$ cat src/rtl/lif_pkg.sv
// Shared types, defaults and the saturating adder for the leaky-integrate-and-fire neuron bank.
package lif_pkg;

  localparam int unsigned LIF_W      = 8;
  localparam int unsigned LIF_LEAK_W = 3;
  localparam int unsigned LIF_REF_W  = 4;

  localparam int unsigned DEF_THRESH = 200;
  localparam int unsigned DEF_LEAK   = 1;

  typedef struct packed {
    logic [LIF_W-1:0]      threshold;
    logic [LIF_LEAK_W-1:0] leak;
    logic [LIF_REF_W-1:0]  refrac;
  } lif_cfg_t;

  // Unsigned a + b clamped to 2^w - 1; callers truncate the result to w bits.
  function automatic logic [32:0] sat_add(input logic [31:0] a, input logic [31:0] b,
                                          input int unsigned w);
    logic [32:0] sum;
    logic [32:0] max_v;
    sum   = {1'b0, a} + {1'b0, b};
    max_v = (33'd1 << w) - 33'd1;
    return (sum > max_v) ? max_v : sum;
  endfunction

endpackage

$ cat src/rtl/lif_cell.sv
// One LIF neuron: membrane register, refractory counter and registered spike pulse.
module lif_cell
  import lif_pkg::*;
#(
  parameter int unsigned W      = 8,
  parameter int unsigned LEAK_W = 3,
  parameter int unsigned REF_W  = 4
) (
  input  logic              clk,
  input  logic              rst_n,
  input  logic              in_valid,
  input  logic [W-1:0]      current,
  input  logic [W-1:0]      threshold,
  input  logic [LEAK_W-1:0] leak_shift,
  input  logic [REF_W-1:0]  refrac,
  output logic [W-1:0]      state,
  output logic              spike,
  output logic              spike_nxt_c
);

  logic [W-1:0]     state_q, state_d;
  logic [REF_W-1:0] ref_q, ref_d;
  logic             spike_q, spike_d;
  logic [W-1:0]     shifted_c;
  logic [W-1:0]     sum_c;

  // A logical shift by W or more already yields zero, so large leaks need no special case.
  always_comb begin
    state_d   = state_q;
    ref_d     = ref_q;
    spike_d   = 1'b0;
    shifted_c = state_q >> leak_shift;
    sum_c     = W'(sat_add(32'(shifted_c), 32'(current), W));
    if (in_valid) begin
      if (ref_q != '0) begin
        ref_d   = ref_q - REF_W'(1);
        state_d = '0;
      end else if (sum_c >= threshold) begin
        spike_d = 1'b1;
        state_d = '0;
        ref_d   = refrac;
      end else begin
        state_d = sum_c;
      end
    end
  end

  always_ff @(posedge clk or negedge rst_n) begin
    if (!rst_n) begin
      state_q <= '0;
      ref_q   <= '0;
      spike_q <= 1'b0;
    end else begin
      state_q <= state_d;
      ref_q   <= ref_d;
      spike_q <= spike_d;
    end
  end

  assign state       = state_q;
  assign spike       = spike_q;
  assign spike_nxt_c = spike_d;

endmodule

$ cat src/rtl/lif_array.sv
// Bank of N LIF neurons with shared run-time config and a saturating spike-event counter.
module lif_array
  import lif_pkg::*;
#(
  parameter int unsigned N          = 4,
  parameter int unsigned W          = LIF_W,
  parameter int unsigned LEAK_W     = LIF_LEAK_W,
  parameter int unsigned REF_W      = LIF_REF_W,
  parameter int unsigned CNT_W      = 16,
  parameter int unsigned DEF_THRESH = lif_pkg::DEF_THRESH,
  parameter int unsigned DEF_LEAK   = lif_pkg::DEF_LEAK
) (
  input  logic              clk,
  input  logic              rst_n,
  input  logic              in_valid,
  input  logic [N*W-1:0]    current,
  input  logic              cfg_we,
  input  logic [W-1:0]      cfg_threshold,
  input  logic [LEAK_W-1:0] cfg_leak_shift,
  input  logic [REF_W-1:0]  cfg_refrac,
  output logic [N*W-1:0]    state,
  output logic [N-1:0]      spike,
  output logic              spike_any,
  output logic [CNT_W-1:0]  spike_count
);

  localparam int unsigned POP_W = $clog2(N + 1);

  lif_cfg_t         cfg_q, cfg_d;
  logic [CNT_W-1:0] count_q, count_d;
  logic             spike_any_q, spike_any_d;
  logic [N-1:0]     spike_nxt_c;
  logic [POP_W-1:0] pop_c;

  // Config loads at the edge, so a step in the same cycle still sees the old fields.
  always_comb begin
    cfg_d = cfg_q;
    if (cfg_we) begin
      cfg_d.threshold = cfg_threshold;
      cfg_d.leak      = cfg_leak_shift;
      cfg_d.refrac    = cfg_refrac;
    end
  end

  // Counting next-cycle spikes keeps the counter aligned with the registered spike outputs.
  always_comb begin
    pop_c = '0;
    for (int unsigned i = 0; i < N; i++) begin
      pop_c = pop_c + POP_W'(spike_nxt_c[i]);
    end
    count_d     = CNT_W'(sat_add(32'(count_q), 32'(pop_c), CNT_W));
    spike_any_d = |spike_nxt_c;
  end

  always_ff @(posedge clk or negedge rst_n) begin
    if (!rst_n) begin
      cfg_q.threshold <= W'(DEF_THRESH);
      cfg_q.leak      <= LEAK_W'(DEF_LEAK);
      cfg_q.refrac    <= '0;
      count_q         <= '0;
      spike_any_q     <= 1'b0;
    end else begin
      cfg_q       <= cfg_d;
      count_q     <= count_d;
      spike_any_q <= spike_any_d;
    end
  end

  for (genvar g = 0; g < N; g++) begin : g_cell
    lif_cell #(
      .W      (W),
      .LEAK_W (LEAK_W),
      .REF_W  (REF_W)
    ) u_cell (
      .clk         (clk),
      .rst_n       (rst_n),
      .in_valid    (in_valid),
      .current     (current[g*W +: W]),
      .threshold   (cfg_q.threshold),
      .leak_shift  (cfg_q.leak),
      .refrac      (cfg_q.refrac),
      .state       (state[g*W +: W]),
      .spike       (spike[g]),
      .spike_nxt_c (spike_nxt_c[g])
    );
  end

  assign spike_any   = spike_any_q;
  assign spike_count = count_q;

endmodule

$ cat config.mk
export PLATFORM = sky130hd
export DESIGN_NAME = lif_array
export DESIGN_NICKNAME = d
export VERILOG_FILES = /design/src/rtl/lif_pkg.sv /design/src/rtl/lif_cell.sv /design/src/rtl/lif_array.sv
export SDC_FILE = /design/constraint.sdc
export NUM_CORES = 1
export LEC_CHECK = 0
export ABC_AREA = 1
export CAP_MARGIN = 40
export CORE_MARGIN = 2
export CORE_UTILIZATION = 60
export DETAILED_ROUTE_END_ITERATION = 10
export PLACE_DENSITY = 0.89
export SLEW_MARGIN = 0
export SYNTH_ARGS = -nofsm -noshare
export SYNTH_HDL_FRONTEND = slang
export SYNTH_SLANG_ARGS = --single-unit
export TNS_END_PERCENT = 100
$ cat constraint.sdc
create_clock -name clk -period 11 [get_ports clk]
set_input_delay 2.75 -clock clk [delete_from_list [all_inputs] [get_ports clk]]
set_output_delay 2.75 -clock clk [all_outputs]
set_load 0.02 [all_outputs]
======== Word level (Yosys, flattened, before mapping) ========
Index checks and enable logic that the tools add are counted.
storage, ports and cells
  flip-flop bits (word level) ............. 84
  bits of input ports ..................... 51
  output and inout bits ................... 53
cells by class
  $lt $le $gt $ge ......................... 9
  multiplexer cells ....................... 33
  reductions and logical operators ........ 13
  add/subtract/negate cells ............... 12
  shifts and indexed selects .............. 4
operators with widths
  kind                    count
  $mux W8                 12
  $add A8 B8 Y9           4
  $gt A9 B8 Y1 const B    4
  $ge A8 B8 Y1            4
  $mux W4                 8
  $shr A8 B3 Y8           4
  $add A16 B3 Y17         1
  $gt A17 B16 Y1 const B  1
  $mux W16                1
  $reduce_bool A4 Y1      4
  $sub A4 B1 Y4 const B   4
  $mux W1                 12
  $reduce_and A2 Y1       4
  $reduce_bool A2 Y1      4
  $reduce_or A4 Y1        1
  $add A2 B1 Y3           1
  $add A3 B1 Y3           1
  $add A1 B1 Y2           1

======== Longest topological paths before layout ========
Gate-level depths: netlist of run 1.
  word-level depth ........................ 14
  mapped depth ............................ 39

======== Hierarchy ========
A second synthesis of run 1 with hierarchy kept.
unflattened totals
  cells, all modules ...................... 1133
  area, all modules ....................... 7668.6 um^2
modules (own cells, without submodules)
  module     cells an instance  area an instance (um^2)  sequential area each (um^2)  instances
  lif_cell   244                1524.0                   325.3                        4
  lif_array  157                1572.8                   805.8                        1

======== Worst setup path before layout of run 1 ========
OpenSTA, ideal clock, no wires.
  path type ............................... input -> register
  start ................................... in current[24]
  end ..................................... reg count_q[12], in the netlist spike_count[12]
  path buffers ............................ 1
  path slack .............................. 4.323 ns
  arrival time ............................ 6.612 ns
  required time ........................... 10.935 ns
  stages .................................. 28
  setup time .............................. 0.065 ns
  cells stage by stage .................... ha_1 inv_1 fa_1 inv_1 nand3_1 nand2_1 nand2_1 nand2_1 inv_1 nand2_1 ha_1 a21o_1 nor2_1 nand3_1 nand2_1 inv_1 fa_1 inv_1 fa_1 inv_1 fa_1 nand4_4 nor2_4 nand2_4 nor2_4 nand2_4 buf_6 nand2_1
on the way
  cells in the longest elaborated chain, start to end .. 11
RTL lines
  item                              line             source
  start, declared                   lif_array.sv:16  input logic [N*W-1:0] current,
  $add A8 B8 Y9 (*)                 lif_pkg.sv:22    sum = {1'b0, a} + {1'b0, b};
  $gt A9 B8 Y1                      lif_pkg.sv:24    return (sum > max_v) ? max_v : sum;
  $mux W8 (*)                       lif_pkg.sv:24
  $ge A8 B8 Y1 (*)                  lif_cell.sv:38   end else if (sum_c >= threshold) begin
  $mux W1 (*)                       lif_cell.sv:38
  $mux W1 (*)                       lif_cell.sv:35   if (ref_q != '0) begin
  $mux W1 (*)                       lif_cell.sv:34   if (in_valid) begin
  net g_cell[3].u_cell.spike_nxt_c  lif_cell.sv:18   output logic spike_nxt_c
  $add A3 B1 Y3 (*)                 lif_array.sv:49  pop_c = pop_c + POP_W'(spike_nxt_c[i]);
  $add A16 B3 Y17 (*)               lif_pkg.sv:22
  $gt A17 B16 Y1                    lif_pkg.sv:24
  $mux W16 (*)                      lif_pkg.sv:24
  net count_d[12]                   lif_array.sv:30  logic [CNT_W-1:0] count_q, count_d;
  end signal, assigned              lif_array.sv:64  count_q <= count_d;
  end, declared                     lif_array.sv:30
Mark *: on every way through the listed nets, which the timed path passes. The rest lies on a longest branch.
A chain may end at the register's enable or synchronous reset.

======== Final worst setup path of run 1 ========
  start ................................... in current[8]
  end ..................................... reg count_q[13], in the netlist spike_count[13]
on the way
  cells in the longest elaborated chain, start to end .. 13
RTL lines
  item                              line
  $add A8 B8 Y9 (*)                 lif_pkg.sv:22
  $gt A9 B8 Y1                      lif_pkg.sv:24
  $mux W8 (*)                       lif_pkg.sv:24
  $ge A8 B8 Y1 (*)                  lif_cell.sv:38
  $mux W1 (*)                       lif_cell.sv:38
  $mux W1 (*)                       lif_cell.sv:35
  $mux W1 (*)                       lif_cell.sv:34
  net g_cell[1].u_cell.spike_nxt_c  lif_cell.sv:18
  $add A1 B1 Y2 (*)                 lif_array.sv:49
  $add A2 B1 Y3 (*)                 lif_array.sv:49
  $add A3 B1 Y3 (*)                 lif_array.sv:49
  $add A16 B3 Y17 (*)               lif_pkg.sv:22
  $gt A17 B16 Y1                    lif_pkg.sv:24
  $mux W16 (*)                      lif_pkg.sv:24
  net count_d[13]                   lif_array.sv:30
Marks and branches as above.

==> results.yml, run 1 <==
run_status:
  status: "complete, no violations"
clocking:
  cts_tree: "done"
  cts_inserted_buffers: 9
  insertion_delay_ns: 0.35
  cts_sinks: 84
  clock_tree.buffer_depth: 2
  cts_root_buf: "clkbuf_16"
  hold_buffers: 0
  post_cts_buffers: 0
  cts-resized-gates: 0
  htreeDepth: 3
  path_clk_slew_ns: 0.06
sta:
  fmax_mhz: 139
  setup_viol: 0
  finalCritPeriodShare_pct: 65.6
  skew_ns: 0.00673
  slew_headroom_pct: 34.2
  report.final.slew_viol_count: 0
  finalSetupTns_ns: 0
  tightestPinTransition_ns: 0.985
  period_minus_slack_ns: 7.22
  rsz0062_at_grt: "false"
  final_hold_viol_count: 0
setup_path:
  r2r-start: "cfg_q[5]"
  crit_end: "spike_count[13]"
  r2r_slack_ns: 4.57
  critical_path.startpoint_type: "input pin"
  cp-end-kind: "flop"
  cp_max_fo: 16
  cp.arrival_ns: 7.49
  required_ns: 11.28
  slowest_stage: "fa_1"
  crit_type: "input pin to flop"
  startpoint: "current[8]"
  max_stage_delay_ns: 0.49
  worstRegToRegCells: 32
  reg2reg_to: "spike_count[13]"
final_layout:
  multi_input_area_um2: 4380
  final_cell_mix: "nand2_1 (398), inv_1 (169), clkdlybuf4s50_1 (102)"
  nFillCells: 952
  syn2layout_area_growth_pct: 18.9
  drive_gt1_share_pct: 3.70
  finalInstanceArea_um2: 8660
  area.sequential_um2: 2110
  fin_nets: 1313
  final_common_cell: "nand2_1"
  fin_cells: 1337
  antennaDiodeCount: 0
synth:
  syn_area_per_cell_um2: 6.63
  ys_seq_elements: 84
  ys_seq_area_share_pct: 28.9
  synth.net_count: 1226
  syn_area_um2: 7280
  synth_cell_types: 41
  synth_cells: 1099
  yosysWarnings: 0
floorplan:
  die_h_um: 114
  core_area_um2: 11900
  initial_core_util_pct: 61.1
  rows: 40
  ios: 104
  die_w_um: 114
  dieArea_um2: 13000
routing:
  drt-wirelength-per-cell_um: 14.2
  vias_per_cell: 5.52
  via_count: 7377
  drt_first_iter_violations: 699
  drc: 0
  postRouteAntennaNets: 0
  wirelength_um: 19000
  dr.pass1.iters: 6
grt:
  grt_pass1_vias: 6932
  antenna_found_initial: 0
  grt_pass1_wl_um: 31500
  grt-ovfl-total: 0
  grt_usage_pct: 30.0
  grt_max_degree: 67
placement:
  dpl.hpwl_um: 14300
  place.gp.congestion: 0.949
  dpl_cell_area_um2: 8400
  dp_cells: 1322
  port_buffers: 103
run:
  drv_cap: 0
power:
  pwr-share-clk_pct: 16.8
  switching_share_pct: 45.3
  ir_worst_vdd_mv: 0.162
  internal_power_mw: 0.900
  power_frac_comb_pct: 54.1
  pwr-share-seq_pct: 29.0
  cellPowerDensity_nw_per_um2: 190
  switching_power_mw: 0.744
  leakage_nw: 4.75
min_path:
  hp-class: "flop to flop"
-- cell type report --
type	count	area share [%]
multi-input combinational	813	50.6
inverter	172	7.46
sequential	84	24.3
tap	147	2.12
timing repair buffer	106	12.5
clock inverter	5	0.347
clock buffer	10	2.64
-- power groups by stage --
stage	clock, mW	combinational (mW)	sequential (mW)
6_report	0.277	0.890	0.477
5_1_grt	0.290	1.02	0.488
4_1_cts	0.275	0.887	0.475
3_5_place_dp	0	0.876	0.479
3_3_place_gp	0	0.845	0.478
2_1_floorplan	0	0.576	0.505
-- how the worst min path moves through the flow --
stage / from / to / cells after the start
finish: g_cell[2].u_cell.ref_q[0] / g_cell[2].u_cell.ref_q[0] / 2
global route: g_cell[2].u_cell.ref_q[1] / g_cell[2].u_cell.ref_q[1] / 2
CTS: g_cell[2].u_cell.ref_q[0] / g_cell[2].u_cell.ref_q[0] / 2
detailed placement: g_cell[2].u_cell.ref_q[0] / g_cell[2].u_cell.ref_q[0] / 2
global placement: g_cell[3].u_cell.ref_q[2] / g_cell[3].u_cell.ref_q[2] / 2
floorplan: g_cell[0].u_cell.ref_q[1] / g_cell[0].u_cell.ref_q[1] / 2
-- cells by family (layout without fill, tap and decap cells) --
group,Yosys count,count (layout),share of synthesized area [%]
and+or+nand+nor,591,591,34.2
AOI/OAI and AO/OA,124,124,9.36
xor gates and xnor gates,13,13,1.56
buffers and inverters,202,293,10.9
muxes,9,9,1.29
DFF,84,84,28.9
adders and majority gates,76,76,13.8
-- worst max-delay path: cells and delay by family --
family          cells  cell delay (ns)
compound gates      1             0.18
fa+ha+maj           6             1.92
buf+inv             7             0.93
simple gates       14             1.71
-- state kept, by name, summed over array words and instances (netlist names) --
name                 flops
cfg_q                   15
g_cell.u_cell.ref_q     16
g_cell.u_cell.spike      4
g_cell.u_cell.state     32
spike_any                1
spike_count             16
-- synthesized netlist by cell type (all sizes together) --
| master | instances | area share, % |
|---|---|---|
| a21o | 5 | 0.52 |
| mux2 | 3 | 0.46 |
| clkinv | 1 | 0.051 |
| nand3 | 65 | 4.5 |
| dfstp | 4 | 1.4 |
| a21oi | 23 | 1.6 |
| o221ai | 1 | 0.12 |
| a31oi | 1 | 0.086 |
| xnor2 | 10 | 1.2 |
| nor2 | 73 | 4.0 |
| mux2i | 6 | 0.82 |
| o21ai | 72 | 4.9 |
| o21a | 2 | 0.21 |
| fa | 7 | 1.9 |
| xor2 | 3 | 0.36 |
| or2 | 3 | 0.26 |
| dfrtp | 80 | 27 |
| nand4 | 28 | 2.6 |
| nor3 | 6 | 0.48 |
| nand3b | 8 | 0.82 |
| a22oi | 1 | 0.10 |
| o211ai | 5 | 0.52 |
| ha | 69 | 12 |
| buf | 13 | 1.1 |
| clkbuf | 17 | 0.88 |
| o21bai | 5 | 0.52 |
| inv | 171 | 8.8 |
| o22ai | 9 | 0.77 |
| nand2 | 408 | 22 |
-- routing by layer --
layer  global-route usage [%]  vias to the layer above  wire length [µm]
li1                         -                     3673                 -
met1                     39.9                     3349              8180
met2                     50.3                      311              8920
met3                     4.45                       44              1430
met4                     10.2                        0               422
met5                        0                        -                 0
-- metrics by stage --
stage          util (%)  hold WS [ns]  total power, mW  setup slack (ns)
2_1_floorplan         -         0.442             1.08              4.32
3_3_place_gp       70.1         0.456             1.32              3.60
3_5_place_dp       70.5         0.461             1.35              3.48
4_1_cts            72.7         0.475             1.64              3.83
5_1_grt            72.7         0.499             1.79              3.46
6_report           72.7         0.476             1.64              3.78
Power figures use the tool's default switching activity.
==> inputs of run 2 (changes only) <==
--- a/config.mk
+++ b/config.mk
@@ -8,9 +8,9 @@
 export ABC_AREA = 1
 export CAP_MARGIN = 40
 export CORE_MARGIN = 2
-export CORE_UTILIZATION = 60
+export CORE_UTILIZATION = 56
 export DETAILED_ROUTE_END_ITERATION = 10
-export PLACE_DENSITY = 0.89
+export PLACE_DENSITY = 0.84
 export SLEW_MARGIN = 0
 export SYNTH_ARGS = -nofsm -noshare
 export SYNTH_HDL_FRONTEND = slang
==> constraint.sdc (replaced) <==
create_clock -name clk -period 7.48 [get_ports clk]
set_input_delay 1.87 -clock clk [delete_from_list [all_inputs] [get_ports clk]]
set_output_delay 1.87 -clock clk [all_outputs]
set_load 0.02 [all_outputs]
==> results.yml, run 2 (synthesized netlist as in run 1, its figures left out) <==
clocking:
  hold_buffers: 0
  cts_tree: "done"
  insertion_delay_ns: 0.34
  cts_sinks: 84
  cts-resized-gates: 0
  htreeDepth: 3
  cts_root_buf: "clkbuf_16"
  post_cts_buffers: 0
  path_clk_slew_ns: 0.07
  clock_tree.buffer_depth: 2
  cts_inserted_buffers: 9
sta:
  finalSetupTns_ns: 0
  rsz0062_at_grt: "false"
  final_hold_viol_count: 0
  report.final.slew_viol_count: 0
  slew_headroom_pct: 39.5
  skew_ns: 0.00894
  setup_viol: 0
  fmax_mhz: 157
  finalWorstSetupSlack_ns: 1.13
  tightestPinTransition_ns: 0.905
  period_minus_slack_ns: 6.35
  finalCritPeriodShare_pct: 84.9
setup_path:
  cp-end-kind: "flop"
  slowest_stage: "clkdlybuf4s50_1"
  critical_path.startpoint_type: "input pin"
  max_stage_delay_ns: 0.47
  cp_max_fo: 16
  crit_top_cell: "inv_1"
  crit_type: "input pin to flop"
  cp.arrival_ns: 6.63
  required_ns: 7.75
routing:
  via_count: 7302
  postRouteAntennaNets: 0
  drt_first_iter_violations: 481
  drc: 0
  wirelength_um: 19100
  drt-wirelength-per-cell_um: 14.0
  dr.pass1.iters: 6
  vias_per_cell: 5.34
placement:
  pre_cts_ws_ns: 0.831
  place.gp.congestion: 0.941
  dpl.hpwl_um: 14600
  dpl_cell_area_um2: 8460
  dp_cells: 1351
  port_buffers: 103
floorplan:
  dieArea_um2: 13900
  initial_core_util_pct: 57.5
  ios: 104
  core_area_um2: 12700
  die_h_um: 118
  die_w_um: 118
  rows: 41
grt:
  grt_pass1_vias: 6848
  grt-ovfl-total: 0
  grt_max_degree: 66
  antenna_found_initial: 0
  grt_usage_pct: 27.6
  grt_pass1_wl_um: 31600
final_layout:
  fin_cells: 1367
  finalInstanceArea_um2: 8750
  fin_nets: 1317
  largest_reg_flops: 32
  final_common_cell: "nand2_1"
  antennaDiodeCount: 0
  syn2layout_area_growth_pct: 20.2
  drive_gt1_share_pct: 4.18
  final_cell_mix: "nand2_1 (398), inv_1 (169), clkdlybuf4s50_1 (102)"
run_status:
  status: "complete, no violations"
power:
  ir_worst_vdd_mv: 0.213
  leakage_nw: 4.79
  cellPowerDensity_nw_per_um2: 281
run:
  drv_cap: 0
min_path:
  hp-class: "flop to flop"
==> run 2: final timing paths <==
check / slack (ns) / end / startpoint / depth (start not counted)
worst max-delay path: 1.13 / spike_count[14] / current[8] / 28
worst min register to register: 0.47 / g_cell[3].u_cell.ref_q[1] / g_cell[3].u_cell.ref_q[1] / 2
worst min-delay path: 0.47 / g_cell[3].u_cell.ref_q[1] / g_cell[3].u_cell.ref_q[1] / 2
max in group asynchronous: 5.32 / cfg_q[13] / rst_n / 3
min in group asynchronous: 1.31 / g_cell[1].u_cell.state[7] / rst_n / 1
worst max register to register: 1.24 / spike_count[14] / cfg_q[4] / 35
==> run 2: power by group <==
group          switching, mW  internal [mW]  total [mW]
sequential             0.127          0.571       0.698
combinational          0.789          0.534        1.32
clock                  0.190          0.247       0.436
==> run 2: cell type report <==
class | instances | area [µm²]
inverters | 172 | 646
fillers | 1119 | 3920
flip-flops and latches | 84 | 2110
clock buffers | 11 | 253
repair buffers | 110 | 1110
well taps | 172 | 215
clock inverters | 5 | 41.3
multi-input cells | 813 | 4380
==> run 2: critical path: cells and delay by family <==
family	cells	cell delay [ns]
and+or+nand+nor	14	1.67
adders and majority gates	6	1.95
buffers and inverters	7	0.94
AOI/OAI and AO/OA	1	0.19
==> run 2: metal layers <==
metal	global-route usage (%)	part of all wire, %
met1	36.8	44
met5	0	0
met4	7.61	1.7
met2	46.8	47
met3	4.17	6.5
==> run 2: stage by stage <==
step                      hold slack [ns]  power, mW  utilization, %
final                               0.473       2.46            69.1
after global routing                0.514       2.67            69.1
after CTS                           0.476       2.45            69.1
after detailed placement            0.461       2.00            66.8
after global placement              0.455       1.95            66.4
after floorplan                     0.442       1.59               -
==> inputs of run 3 (changes only) <==
--- a/config.mk
+++ b/config.mk
@@ -8,9 +8,9 @@
 export ABC_AREA = 1
 export CAP_MARGIN = 40
 export CORE_MARGIN = 2
-export CORE_UTILIZATION = 56
+export CORE_UTILIZATION = 51
 export DETAILED_ROUTE_END_ITERATION = 10
-export PLACE_DENSITY = 0.84
+export PLACE_DENSITY = 0.8
 export SLEW_MARGIN = 0
 export SYNTH_ARGS = -nofsm -noshare
 export SYNTH_HDL_FRONTEND = slang
==> constraint.sdc (replaced) <==
create_clock -name clk -period 5.2 [get_ports clk]
set_input_delay 1.3 -clock clk [delete_from_list [all_inputs] [get_ports clk]]
set_output_delay 1.3 -clock clk [all_outputs]
set_load 0.02 [all_outputs]
==> results.yml, run 3 (synthesized netlist as in run 1, its figures left out) <==
sta:
  rsz0062_at_grt: "true"
  final_hold_viol_count: 0
  setup_viol: 22
  finalCritPeriodShare_pct: 103
  fmax_mhz: 188
  tightestPinTransition_ns: 0.911
  whs_ns: 0.470
  finalWorstSetupSlack_ns: -0.133
  slew_headroom_pct: 39.1
  report.final.slew_viol_count: 0
  skew_ns: 0.00625
  period_minus_slack_ns: 5.33
routing:
  vias_per_cell: 5.52
  dr.pass1.iters: 5
  postRouteAntennaNets: 0
  drt-wirelength-per-cell_um: 16.0
  drt_first_iter_violations: 891
  drc: 0
  wirelength_um: 23800
  via_count: 8201
floorplan:
  die_h_um: 123
  dieArea_um2: 15200
  core_area_um2: 13900
  die_w_um: 123
  initial_core_util_pct: 52.3
  rows: 43
  ios: 104
setup_path:
  crit_top_cell: "inv_2"
  cp.arrival_ns: 5.62
  critPathTopFamily: "adder cells"
  crit_type: "flop to flop"
  cp-end-kind: "flop"
  cp_num_buf_inv: 8
  cp_max_fo: 8
  critical_path.startpoint_type: "flop"
  slowest_stage: "dfstp_2"
  required_ns: 5.48
  max_stage_delay_ns: 0.60
clocking:
  htreeDepth: 3
  cts_root_buf: "clkbuf_16"
  cts_sinks: 84
  hold_buffers: 0
  path_clk_slew_ns: 0.06
  cts_inserted_buffers: 9
  cts_tree: "done"
  clock_tree.buffer_depth: 2
  insertion_delay_ns: 0.35
placement:
  dpl_cell_area_um2: 9000
  dpl.hpwl_um: 15300
  dp_cells: 1432
  place.gp.congestion: 0.905
  port_buffers: 103
  pre_cts_ws_ns: -0.623
min_path:
  hp-class: "flop to flop"
power:
  leakage_nw: 5.38
  ir_worst_vdd_mv: 0.246
  cellPowerDensity_nw_per_um2: 402
  power.total_mw: 4.11
grt:
  antenna_found_initial: 0
  grt_pass1_wl_um: 34900
  grt_max_degree: 45
  grt_pass1_vias: 7359
  grt-ovfl-total: 0
  grt_usage_pct: 29.0
final_layout:
  fin_nets: 1428
  fin_cells: 1486
  largest_reg_flops: 32
  final_common_cell: "nand2_1"
  antennaDiodeCount: 0
  multi_input_area_um2: 4960
  nFillCells: 1009
  finalInstanceArea_um2: 10200
  drive_gt1_share_pct: 21.0
  area.sequential_um2: 2110
  syn2layout_area_growth_pct: 40.5
  final_cell_mix: "nand2_1 (369), inv_1 (151), buf_4 (107)"
run:
  drv_cap: 0
run_status:
  status: "complete, but fails checks"
  violations: "setup timing"
==> run 3: stage by stage <==
| step | util (%) | setup TNS [ns] |
|---|---|---|
| final | 73.4 | -1.88 |
| after global routing | 73.4 | -7.35 |
| after CTS | 69.3 | 0 |
| after detailed placement | 64.6 | -9.16 |
| after global placement | 64.5 | -7.35 |
| after floorplan | - | 0 |
==> run 3: cell type report <==
cell class | count | area share [%]
inverters | 172 | 6.43
well taps | 180 | 2.20
multi-input cells | 814 | 48.5
repair buffers | 220 | 19.4
flip-flops and latches | 84 | 20.6
clock buffers | 11 | 2.27
clock inverters | 5 | 0.611
==> run 3: tightest hold or removal path: stages (launching register included) <==
cell,delay [ns]
dfrtp_1,0.34
nand2_1,0.05
nand2_1,0.05
==> run 3: path summary, 6_finish.rpt <==
| kind | to | slack, ns | cells past startpoint | start |
|---|---|---|---|---|
| max | spike_count[9] | -0.13 | 34 | cfg_q[4] |
| min | g_cell[0].u_cell.ref_q[1] | 0.47 | 2 | g_cell[0].u_cell.ref_q[1] |
| max reg2reg | spike_count[9] | -0.13 | 34 | cfg_q[4] |
| min reg2reg | g_cell[0].u_cell.ref_q[1] | 0.47 | 2 | g_cell[0].u_cell.ref_q[1] |
| max in group asynchronous | cfg_q[3] | 3.61 | 2 | rst_n |
| min in group asynchronous | g_cell[3].u_cell.state[7] | 0.95 | 1 | rst_n |
==> run 3: per-layer routing <==
metal  track usage (%)  vias up  part of all wire (%)
met5                 0        -                     0
met3              3.51       82                   8.2
li1                  -     3896                     -
met1              38.8     3803                    40
met4              11.2        0                   3.9
met2              48.1      420                    47
==> run 3: power by group <==
part / internal (mW) / switching [mW]
registers: 0.821 / 0.204
logic: 1.08 / 1.37
clock network: 0.374 / 0.273
==> run 3: timing repair <==
action | CTS | global route
setup buffers | 21 | 16
setup endpoints to repair | 16 | 28
endpoints found under the hold margin | 0 | 0
pin swaps | 25 | 41
cloned | 1 | 0
resized for setup | 47 | 121
